**src/rtl/mc_control.sv**
```systemverilog
// Multicycle control FSM for the RV32I subset core: sequences each instruction
// and drives the datapath selects, write enables and the ALU control code.
module mc_control (
    input  logic       clk,
    input  logic       rst,
    input  logic [6:0] op,
    input  logic [2:0] funct3,
    input  logic       funct7b5,
    input  logic       Zero,
    output logic       PCWrite,
    output logic       AdrSrc,
    output logic       MemWrite,
    output logic       IRWrite,
    output logic [1:0] ResultSrc,
    output logic [1:0] ALUSrcA,
    output logic [1:0] ALUSrcB,
    output logic [1:0] ImmSrc,
    output logic       RegWrite,
    output logic [2:0] ALUControl,
    output logic       IllegalOp,
    output logic [3:0] state_o
);

    localparam logic [6:0] OP_LW   = 7'b0000011;
    localparam logic [6:0] OP_SW   = 7'b0100011;
    localparam logic [6:0] OP_R    = 7'b0110011;
    localparam logic [6:0] OP_IALU = 7'b0010011;
    localparam logic [6:0] OP_BEQ  = 7'b1100011;
    localparam logic [6:0] OP_JAL  = 7'b1101111;

    typedef enum logic [3:0] {
        S_FETCH    = 4'd0,
        S_DECODE   = 4'd1,
        S_MEMADR   = 4'd2,
        S_MEMREAD  = 4'd3,
        S_MEMWB    = 4'd4,
        S_MEMWRITE = 4'd5,
        S_EXECUTER = 4'd6,
        S_EXECUTEI = 4'd7,
        S_ALUWB    = 4'd8,
        S_BEQ      = 4'd9,
        S_JAL      = 4'd10
    } state_e;

    state_e     state_q;
    state_e     cur_state;
    logic       pc_update;
    logic       branch;
    logic       mem_write;
    logic       ir_write;
    logic       reg_write;
    logic       illegal;
    logic [1:0] alu_op;

    // State register; unused codes fall back to FETCH
    always_ff @(posedge clk) begin
        if (rst) begin
            state_q <= S_FETCH;
        end else begin
            case (state_q)
                S_FETCH:  state_q <= S_DECODE;
                S_DECODE: begin
                    case (op)
                        OP_LW, OP_SW: state_q <= S_MEMADR;
                        OP_R:         state_q <= S_EXECUTER;
                        OP_IALU:      state_q <= S_EXECUTEI;
                        OP_BEQ:       state_q <= S_BEQ;
                        OP_JAL:       state_q <= S_JAL;
                        default:      state_q <= S_FETCH;
                    endcase
                end
                S_MEMADR:   state_q <= (op == OP_SW) ? S_MEMWRITE : S_MEMREAD;
                S_MEMREAD:  state_q <= S_MEMWB;
                S_EXECUTER,
                S_EXECUTEI,
                S_JAL:      state_q <= S_ALUWB;
                default:    state_q <= S_FETCH;
            endcase
        end
    end

    // While in reset the outputs present FETCH selects with every enable held low
    assign cur_state = rst ? S_FETCH : state_q;
    assign state_o   = cur_state;

    // Moore decode of the per-state controls
    always_comb begin
        pc_update = 1'b0;
        branch    = 1'b0;
        mem_write = 1'b0;
        ir_write  = 1'b0;
        reg_write = 1'b0;
        illegal   = 1'b0;
        alu_op    = 2'b00;
        AdrSrc    = 1'b0;
        ResultSrc = 2'b00;
        ALUSrcA   = 2'b00;
        ALUSrcB   = 2'b00;
        case (cur_state)
            S_FETCH: begin
                ir_write  = 1'b1;
                ALUSrcB   = 2'b10;
                ResultSrc = 2'b10;
                pc_update = 1'b1;
            end
            S_DECODE: begin
                ALUSrcA = 2'b01;
                ALUSrcB = 2'b01;
                illegal = !(op inside {OP_LW, OP_SW, OP_R, OP_IALU, OP_BEQ, OP_JAL});
            end
            S_MEMADR: begin
                ALUSrcA = 2'b10;
                ALUSrcB = 2'b01;
            end
            S_MEMREAD:  AdrSrc = 1'b1;
            S_MEMWB: begin
                ResultSrc = 2'b01;
                reg_write = 1'b1;
            end
            S_MEMWRITE: begin
                AdrSrc    = 1'b1;
                mem_write = 1'b1;
            end
            S_EXECUTER: begin
                ALUSrcA = 2'b10;
                alu_op  = 2'b10;
            end
            S_EXECUTEI: begin
                ALUSrcA = 2'b10;
                ALUSrcB = 2'b01;
                alu_op  = 2'b10;
            end
            S_ALUWB:    reg_write = 1'b1;
            S_BEQ: begin
                ALUSrcA = 2'b10;
                alu_op  = 2'b01;
                branch  = 1'b1;
            end
            S_JAL: begin
                ALUSrcA   = 2'b01;
                ALUSrcB   = 2'b10;
                pc_update = 1'b1;
            end
            default: ;
        endcase
    end

    assign PCWrite   = !rst && (pc_update || (branch && Zero));
    assign MemWrite  = !rst && mem_write;
    assign IRWrite   = !rst && ir_write;
    assign RegWrite  = !rst && reg_write;
    assign IllegalOp = !rst && illegal;

    // ALU decode; unsupported funct3 selects the ALU marker code
    always_comb begin
        ALUControl = 3'b000;
        case (alu_op)
            2'b01: ALUControl = 3'b001;
            2'b10: begin
                case (funct3)
                    3'b000:  ALUControl = (op[5] && funct7b5) ? 3'b001 : 3'b000;
                    3'b010:  ALUControl = 3'b101;
                    3'b110:  ALUControl = 3'b011;
                    3'b111:  ALUControl = 3'b010;
                    default: ALUControl = 3'b111;
                endcase
            end
            default: ALUControl = 3'b000;
        endcase
    end

    always_comb begin
        case (op)
            OP_SW:   ImmSrc = 2'b01;
            OP_BEQ:  ImmSrc = 2'b10;
            OP_JAL:  ImmSrc = 2'b11;
            default: ImmSrc = 2'b00;
        endcase
    end

endmodule

```
**config.mk**
```make
export PLATFORM = sky130hd
export DESIGN_NAME = mc_control
export DESIGN_NICKNAME = d
export VERILOG_FILES = /design/src/rtl/mc_control.sv
export SDC_FILE = /design/constraint.sdc
export NUM_CORES = 1
export LEC_CHECK = 0
export ABC_CLOCK_PERIOD_IN_PS = 3560
export CORE_MARGIN = 1
export CORE_UTILIZATION = 35
export DETAILED_ROUTE_END_ITERATION = 16
export PLACE_DENSITY = 0.8
export SYNTH_ARGS = -nofsm -noshare
export SYNTH_HDL_FRONTEND = slang
export SYNTH_SLANG_ARGS = --single-unit
```
**constraint.sdc**
```tcl
create_clock -name clk -period 3.56 [get_ports clk]
set_input_delay 0.356 -clock clk [delete_from_list [all_inputs] [get_ports clk]]
set_output_delay 0.356 -clock clk [all_outputs]
set_load 0.1 [all_outputs]
```
==> run metrics, run 1 <==
overall die height 43.6 um; Max IR drop VDD 0.0866 mV; vias post-DR 744; Mean Syn Cell Area 7.14 sq um; pre-CTS setup slack 0.704 ns; internal reg-to-reg setup slack 2.02 ns; Synth Area in Simple Gates 41.4%; initial antenna violation count 0; Worst-Margin Slew 0.638 ns; grt ovf 0; routed vias/inst 5.68; area taken by multi-input logic gates 504 sq um; Reg clk slew, reported paths 0.04 ns; Warnings, synthesis 0; Area Growth Syn to Fin 58.6%; DR pass1 iterations 10; Synth Flop Type dfxtp_1; max FFs per register 4; Slew Limit Fails 0; Num CTS Buffers 3; max cap viols 0; RSZ-0062 raised after global routing no; clock root cell clkbuf_4; FF+latch count, synth 4; WS Path Type register to output pin; antenna viol nets, final 0; Slew HR 57.4%; number of port buffers 34; DRC violation count after routing 4; chip width 43.6 um; critical path peak fanout 14; Fill cells 146; main combinational cell family by area after synthesis simple AND/OR/NAND/NOR gates; Synth Area in XOR/XNOR 5.77%; number of placed I/O pins 35; ratio of cells with drive above 1 in the final layout 31.3%; fin crit period 2.87 ns; failing checks DRC; Seq/Total Area, Yosys 13.2%; post-synth top area share 13.2%; adder-cell share of the synthesized area 4.12%; DR WL/cell 13.5 um; Leak 0.373 nW; Die Area 0.00190 sq mm; synthesized area 607 sq um; Cells after Synth 85; skew final 0.000289 ns; global placement routability congestion 0.715; Final Setup Violations 0; Reg area 80.1 sq um; 1st-iter DRT viols 18; vias in the first global route 664; Yosys top cell by area dfxtp_1; global-route wire length before repair 2900 um; Post-DP HPWL 1300 um; result of the run finished with violations; final net count 133; Data arrival, critical path 2.51 ns; power density cells 219 mW/mm^2; Global Route Usage Sum 20.3%; TritonCTS clock tree yes; synth cell count leaders nor2_1, inv_1, nand2_1, nor3_1; final worst setup slack 0.693 ns; top flop regs state_q: 4 flops; CTS Buffer Depth 2; largest net degree at the start of global routing 18; critical path endpoint category output pin; EDFF count, synth 0; HP Class register to register; diodes inserted 0; CP startpoint kind register; post-synthesis mux area share 1.65%; count of final hold-check violations 0; Max Clock Freq 349 MHz; post-cts repair resize count 0; Area contributors post-synth dfxtp_1, xnor2_1, nor3_1; core box area 0.00156 sq mm; total power 211 uW; Mapped Nets 101; WL final 1770 um; largest reg by FF count state_q; ys async rst share 0%; post-synthesis compound-gate area fraction 23.9%; Rows 14; Initial Util 38.9%; count leader, synth nor2_1; H-tree levels 1; post-synthesis cell type count 35; placed insts 128; TNS Setup 0 ns; Layout Cells excl Fill 131; clk sinks 4; Critical Path RT 3.20 ns; worst skew pair latency 0.24 ns; Final Cycle Share 80.5%; Post CTS Setup Buffer Count 0; hold buffers post-CTS 0
per-layer routing:
metal	part of all wire, %	wire length [um]	track usage, %	vias to the layer above
li1	-	-	-	373
met1	43	755	24.8	338
met2	50	880	33.7	30
met3	6.4	113	5.83	3
met4	1.2	21	7.50	0
met5	0	0	0	-
logic make-up (layout without fill, tap and decap cells):
logic type,count (synthesis),in the layout
DFF,4,4
adders and majority gates,2,2
buffers and inverters,13,43
and+or+nand+nor,44,44
AOI/OAI and AO/OA,17,17
muxes,1,1
xor gates and xnor gates,4,4
area by class of cell:
type / count / share of cell area (%)
flip-flops and latches: 4 / 8.32
clock buffers: 3 / 2.34
repair buffers: 34 / 32.5
inverters: 6 / 2.34
multi-input cells: 68 / 52.4
well taps: 16 / 2.08
worst max-delay path, stage by stage (launching register included):
cell and delay, ns:
dfxtp_1 0.68, inv_1 0.29, nor4_1 0.34, ha_1 0.32, nand2b_1 0.19, a211oi_2 0.24, buf_12 0.21
worst paths after layout:
check	startpoint	end	cells past startpoint
worst max-delay path	state_q[1]	ALUControl[2]	6
worst min-delay path	state_q[2]	state_q[3]	2
worst max register to register	state_q[0]	state_q[3]	3
worst min register to register	state_q[2]	state_q[3]	2
metrics by stage:
| stage | hold slack, ns | instance area (sq um) | util [%] |
|---|---|---|---|
| after CTS | 0.742 | 962 | 61.7 |
| after detailed placement | 0.742 | 940 | 60.3 |
| after floorplan | 0.521 | 644 | - |
| final | 0.737 | 962 | 61.7 |
| after global routing | 0.791 | 962 | 61.7 |
| after global placement | 0.728 | 940 | 60.3 |
power breakdown:
part           leakage, nW  switching [mW]  internal [mW]  total (mW)
combinational        0.327          0.0699         0.0312       0.101
clock               0.0138          0.0202         0.0378      0.0580
sequential          0.0326         0.00545         0.0462      0.0516
total                0.373          0.0956          0.115       0.211
placed cells by master, fill, tap and decap left out, types with 3 or more instances in the layout:
master	count
inv_1	6
clkbuf_4	3
nor3b_1	3
dfxtp_1	4
a31oi_1	3
xnor2_1	4
nand3_1	4
a21oi_1	4
nand4_1	3
clkdlybuf4s50_1	13
nand2_1	6
buf_4	19
nor3_1	6
nor2_1	7
No activity file was read; power rests on OpenSTA's default activity.
==> run 2: changes to the inputs <==
--- a/config.mk
+++ b/config.mk
@@ -5,7 +5,7 @@
 export SDC_FILE = /design/constraint.sdc
 export NUM_CORES = 1
 export LEC_CHECK = 0
-export ABC_CLOCK_PERIOD_IN_PS = 3560
+export ABC_CLOCK_PERIOD_IN_PS = 2900
 export CORE_MARGIN = 1
 export CORE_UTILIZATION = 35
 export DETAILED_ROUTE_END_ITERATION = 16
==> constraint.sdc (replaced) <==
create_clock -name clk -period 2.9 [get_ports clk]
set_input_delay 0.29 -clock clk [delete_from_list [all_inputs] [get_ports clk]]
set_output_delay 0.29 -clock clk [all_outputs]
set_load 0.1 [all_outputs]
==> run 2 against run 1 <==
  * The flow still finishes with violations (DRC)
  * Critical path depth is the same
  * Combinational power up 43%
  * Setup slack lost 0.37 ns
  * Sequential cell count unchanged
  * Sequential power increased by 12%
  * Critical path type unchanged
  * Critical endpoint unchanged
  * Largest cell class unchanged
  * Highest routed layer unchanged
==> run metrics, run 2 (synthesis gave the netlist of run 1 again) <==
result of the run finished with violations; failing checks DRC; Global Route Usage Sum 21.3% (+0.99 points); core box area 0.00156 sq mm (unchanged); Reg-to-Reg Start state_q[3]; fin crit period 2.58 ns; critical path endpoint category output pin; number of port buffers 34 (unchanged); Data arrival, critical path 2.29 ns (-0.22 ns); Post-DP HPWL 1430 um (+9.6%); ratio of cells with drive above 1 in the final layout 37.0% (+5.7 points); skew final 0.00786 ns (+0.00757 ns); DR pass1 iterations 10 (unchanged); final net count 137 (+3.0%); Final Cycle Share 88.8%; routed vias/inst 5.70 (+0.30%); largest reg by FF count state_q; count of final hold-check violations 0 (unchanged); Num CTS Buffers 3 (unchanged); top flop regs state_q: 4 flops; Area Growth Syn to Fin 78.6%; pre-CTS setup slack 0.443 ns (-0.260 ns); Final Setup Violations 0 (unchanged); vias in the first global route 731 (+10%); Die Area 0.00190 sq mm (unchanged); hold buffers post-CTS 0 (unchanged); max cap viols 0 (unchanged); most common cell after layout, fill and taps aside buf_4; Leak 0.417 nW (+12%); CP startpoint kind register; Rows 14 (unchanged); DRC violation count after routing 3 (-1); initial antenna violation count 0 (unchanged); global placement routability congestion 0.758 (+6.0%); commonest cells after routing, fill and taps aside buf_4, clkdlybuf4s50_1, buf_12; grt ovf 0 (unchanged); design area 0.00108 sq mm (+13%); vias post-DR 769 (+3.4%); hold depth 3 (+1); worst skew pair latency 0.24 ns (about the same); Post CTS Setup Buffer Count 0 (unchanged); final worst setup slack 0.324 ns (-0.369 ns); TNS Setup 0 ns (unchanged); hold endpoint state_q[2]; area taken by multi-input logic gates 520 sq um (+3.2%); Initial Util 38.9% (unchanged); worst r2r dst state_q[1]; WL final 1810 um (+2.4%); Post-Place Cell Area 0.00106 sq mm (+13%); global-route wire length before repair 3070 um (+5.7%); number of placed I/O pins 35 (unchanged); Max Clock Freq 388 MHz; Slew Limit Fails 0 (unchanged); power density cells 252 mW/mm^2 (+15%); DR WL/cell 13.4 um (-0.61%); critical path peak fanout 10 (-4); clk sinks 4 (unchanged); Hold Worst Slack 0.699 ns (-0.0376 ns); largest net degree at the start of global routing 17 (-1); CTS Buffer Depth 2 (unchanged); TritonCTS clock tree yes; cells on worst reg2reg path 3 (unchanged); Worst-Margin Slew 0.594 ns (-0.0444 ns); worst hold start state_q[0]; overall die height 43.6 um (unchanged); Reg clk slew, reported paths 0.04 ns (about the same); internal reg-to-reg setup slack 1.37 ns (-0.65 ns); chip width 43.6 um (unchanged); Reg area 80.1 sq um (unchanged); antenna viol nets, final 0 (unchanged); Max IR drop VDD 0.152 mV (+76%); HP Class register to register; post-cts repair resize count 0 (unchanged); max FFs per register 4 (unchanged); WS Path Type register to output pin; diodes inserted 0 (unchanged); Critical Path RT 2.61 ns (-0.59 ns); 1st-iter DRT viols 14 (-4); clock root cell clkbuf_4; Fill cells 133 (-8.9%); Slew HR 60.4% (+3.0 points); H-tree levels 1 (unchanged); RSZ-0062 raised after global routing no
[run 2: cell count changes in the layout (fill, tap and decap cells not counted)]
cell / change
a21oi_2: +1
nor3_1: -1
nor2_1: -1
buf_12: +6
nor3b_2: +1
nor3_2: +1
buf_4: -2
a21oi_1: -1
nor3b_1: -1
nor2_2: +1
[run 2: layout make-up]
cell class | count | area share [%]
multi-input combinational | 68 | 48.0
inverter | 6 | 2.08
timing repair buffer | 38 | 38.6
clock buffer | 3 | 2.08
sequential | 4 | 7.39
tap | 16 | 1.85
[run 2: worst max-delay path by stage]
| stage | startpoint | end | slack [ns] | cells after the start |
|---|---|---|---|---|
| final | state_q[2] | ALUControl[2] | 0.32 | 6 |
| after detailed placement | rst | ALUControl[2] | 0.44 | 6 |
| after floorplan | state_q[3] | ALUControl[2] | -0.62 | 6 |
| after global routing | state_q[2] | ALUControl[2] | 0.12 | 6 |
| after global placement | rst | ALUControl[2] | 0.51 | 6 |
| after CTS | state_q[2] | ALUControl[2] | 0.30 | 6 |
[run 2: report_power, final]
group,internal (mW),switching [mW],total [mW]
clock network,0.0464,0.0251,0.0715
logic,0.0491,0.0945,0.144
registers,0.0567,0.00122,0.0579
total,0.152,0.121,0.273
[run 2: through the flow]
stage               util, %  std cells  total power, mW
floorplan                 -         85            0.149
global placement       68.1        132            0.200
detailed placement     68.1        132            0.202
CTS                    69.5        135            0.273
global route           69.5        135            0.282
finish                 69.5        135            0.273
[run 2: metal layers]
layer | routed length (um) | global-route usage, % | vias up
met3 | 110 | 3.33 | 3
met5 | 0 | 0 | -
li1 | - | - | 382
met4 | 22 | 10.6 | 0
met2 | 916 | 37.3 | 24
met1 | 765 | 24.9 | 360
[run 2: worst max-delay path: stages (launching register included)]
cell and delay, ns:
dfxtp_1 0.55, inv_1 0.17, nor4_1 0.36, ha_1 0.32, nand2b_1 0.19, a211oi_2 0.23
buf_12 0.21
==> run 3: changes to the inputs <==
--- a/config.mk
+++ b/config.mk
@@ -6,7 +6,7 @@
 export NUM_CORES = 1
 export LEC_CHECK = 0
 export ABC_CLOCK_PERIOD_IN_PS = 2900
-export CORE_MARGIN = 1
+export CORE_MARGIN = 4
 export CORE_UTILIZATION = 35
 export DETAILED_ROUTE_END_ITERATION = 16
 export PLACE_DENSITY = 0.8
==> run 3 against run 2 <==
  * The flow now finishes without violations
  * Register-to-register slack lost 0.02 ns
  * First-iteration DRC count rose by 7.1%
  * Non-clock buffer count stayed put
  * Clock skew is 0.0076 ns lower
  * Die area up 29%
==> run metrics, run 3 (synthesis gave the netlist of run 1 again) <==
routed vias/inst 5.57 (-2.2%); RSZ-0062 raised after global routing no; Area Growth Syn to Fin 78.6% (unchanged); Rows 14 (unchanged); antenna viol nets, final 0 (unchanged); critical path endpoint category output pin; ratio of cells with drive above 1 in the final layout 37.0% (unchanged); grt ovf 0 (unchanged); final worst setup slack 0.328 ns (+0.00350 ns); critical path's slowest cell dfxtp_1; vias post-DR 752 (-2.2%); diodes inserted 0 (unchanged); DR pass1 iterations 4 (-6); largest reg by FF count state_q; DR WL/cell 14.3 um (+6.3%); fin crit period 2.57 ns (-0.00350 ns); result of the run finished clean; WS Path Type register to output pin; Max Clock Freq 389 MHz (+0.14%); family with the most delay on the worst path flip-flops; hold buffers post-CTS 0 (unchanged); clk sinks 4 (unchanged); total power 273 uW (-0.13%); Final Util 68.7% (-0.77 points); Global Route Usage Sum 15.5% (-5.8 points); Final Cycle Share 88.7% (-0.12 points); Leak 0.417 nW (about the same); number of placed I/O pins 35 (unchanged); largest net degree at the start of global routing 17 (unchanged); core box area 0.00158 sq mm (+1.1%); 1st-iter DRT viols 15 (+1); TritonCTS clock tree yes; HP Class register to register; vias in the first global route 708 (-3.1%); top flop regs state_q: 4 flops; max FFs per register 4 (unchanged); DRC violation count after routing 0 (-3); H-tree levels 1 (unchanged); pre-CTS setup slack 0.507 ns (+0.0639 ns); critical path peak fanout 14 (+4); global-route wire length before repair 2990 um (-2.7%); Slew Limit Fails 0 (unchanged); worst skew pair latency 0.24 ns (about the same); Slew HR 61.7% (+1.3 points); Fill cells 145 (+9.0%); skew final 0.000256 ns (-0.00760 ns); Initial Util 38.5% (-0.43 points); Critical Path RT 2.61 ns (about the same); Worst-Margin Slew 0.573 ns (-0.0202 ns); Critical Path Max Stage Delay 0.67 ns (+0.12 ns); Num CTS Buffers 3 (unchanged); Die Area 0.00246 sq mm (+29%); final net count 137 (unchanged); number of port buffers 34 (unchanged); area taken by multi-input logic gates 520 sq um (unchanged); Post CTS Setup Buffer Count 0 (unchanged); max cap viols 0 (unchanged); clock root cell clkbuf_4; Final Setup Violations 0 (unchanged); WL final 1930 um (+6.3%); commonest cells after routing, fill and taps aside buf_4, clkdlybuf4s50_1, buf_12; Hold Worst Slack 0.671 ns (-0.0287 ns); global placement routability congestion 0.798 (+5.2%); crit path cell chain inv_1 > nor4_1 > ha_1 > nand2b_1 > a211oi_2 > buf_12; initial antenna violation count 0 (unchanged); Post-DP HPWL 1550 um (+8.3%); post-cts repair resize count 0 (unchanged); most common cell after layout, fill and taps aside buf_4; count of final hold-check violations 0 (unchanged); overall die height 49.6 um (+14%); power density cells 252 mW/mm^2 (-0.13%); CTS Buffer Depth 2 (unchanged); Max IR drop VDD 0.144 mV (-5.7%); placed insts 132 (unchanged); Data arrival, critical path 2.28 ns (about the same); chip width 49.6 um (+14%); Reg area 80.1 sq um (unchanged); Buf+Inv Stages, Crit Path 2 (unchanged); Layout Cells excl Fill 135 (unchanged); CP startpoint kind register; Reg clk slew, reported paths 0.04 ns (about the same)
[run 3: cell counts in the layout (fill, tap and decap cells not counted)]
No cell type changed its count.
[run 3: power breakdown]
| part | internal (mW) | leakage (nW) | switching, mW |
|---|---|---|---|
| Combinational | 0.0490 | 0.371 | 0.0940 |
| Sequential | 0.0567 | 0.0326 | 0.00137 |
| Clock | 0.0464 | 0.0138 | 0.0252 |
| Total | 0.152 | 0.417 | 0.121 |
[run 3: cell type report]
cell class / count / share of cell area, %
timing repair buffer: 38 / 38.6
multi-input combinational: 68 / 48.0
clock buffer: 3 / 2.08
sequential: 4 / 7.39
inverter: 6 / 2.08
tap: 16 / 1.85
[run 3: path summary, 6_finish.rpt]
kind	endpoint	startpoint	depth (start not counted)	slack, ns
worst max-delay path	ALUControl[2]	state_q[1]	6	0.33
worst min-delay path	state_q[0]	state_q[0]	2	0.67
worst max register to register	state_q[1]	state_q[3]	4	1.35
worst min register to register	state_q[0]	state_q[0]	2	0.67
[run 3: per-stage QoR]
step / TNS [ns] / instance area, sq um
after floorplan: -1.43 / 661
after global placement: 0 / 1060
after detailed placement: 0 / 1060
after CTS: 0 / 1080
after global routing: 0 / 1080
final: 0 / 1080
[run 3: worst reg2reg max path: stages, from the launching register on]
cell and delay [ns]:
dfxtp_1 0.38, buf_4 0.21, or3_4 0.43, a2111oi_4 0.34, a31o_1 0.13
[run 3: layer usage]
metal / wire (um) / vias to the layer above / track usage, %
met3: 180 / 3 / 6.63
li1: - / 382 / -
met4: 25 / 0 / 5.53
met5: 0 / - / 0
met1: 780 / 339 / 15.7
met2: 941 / 28 / 28.0
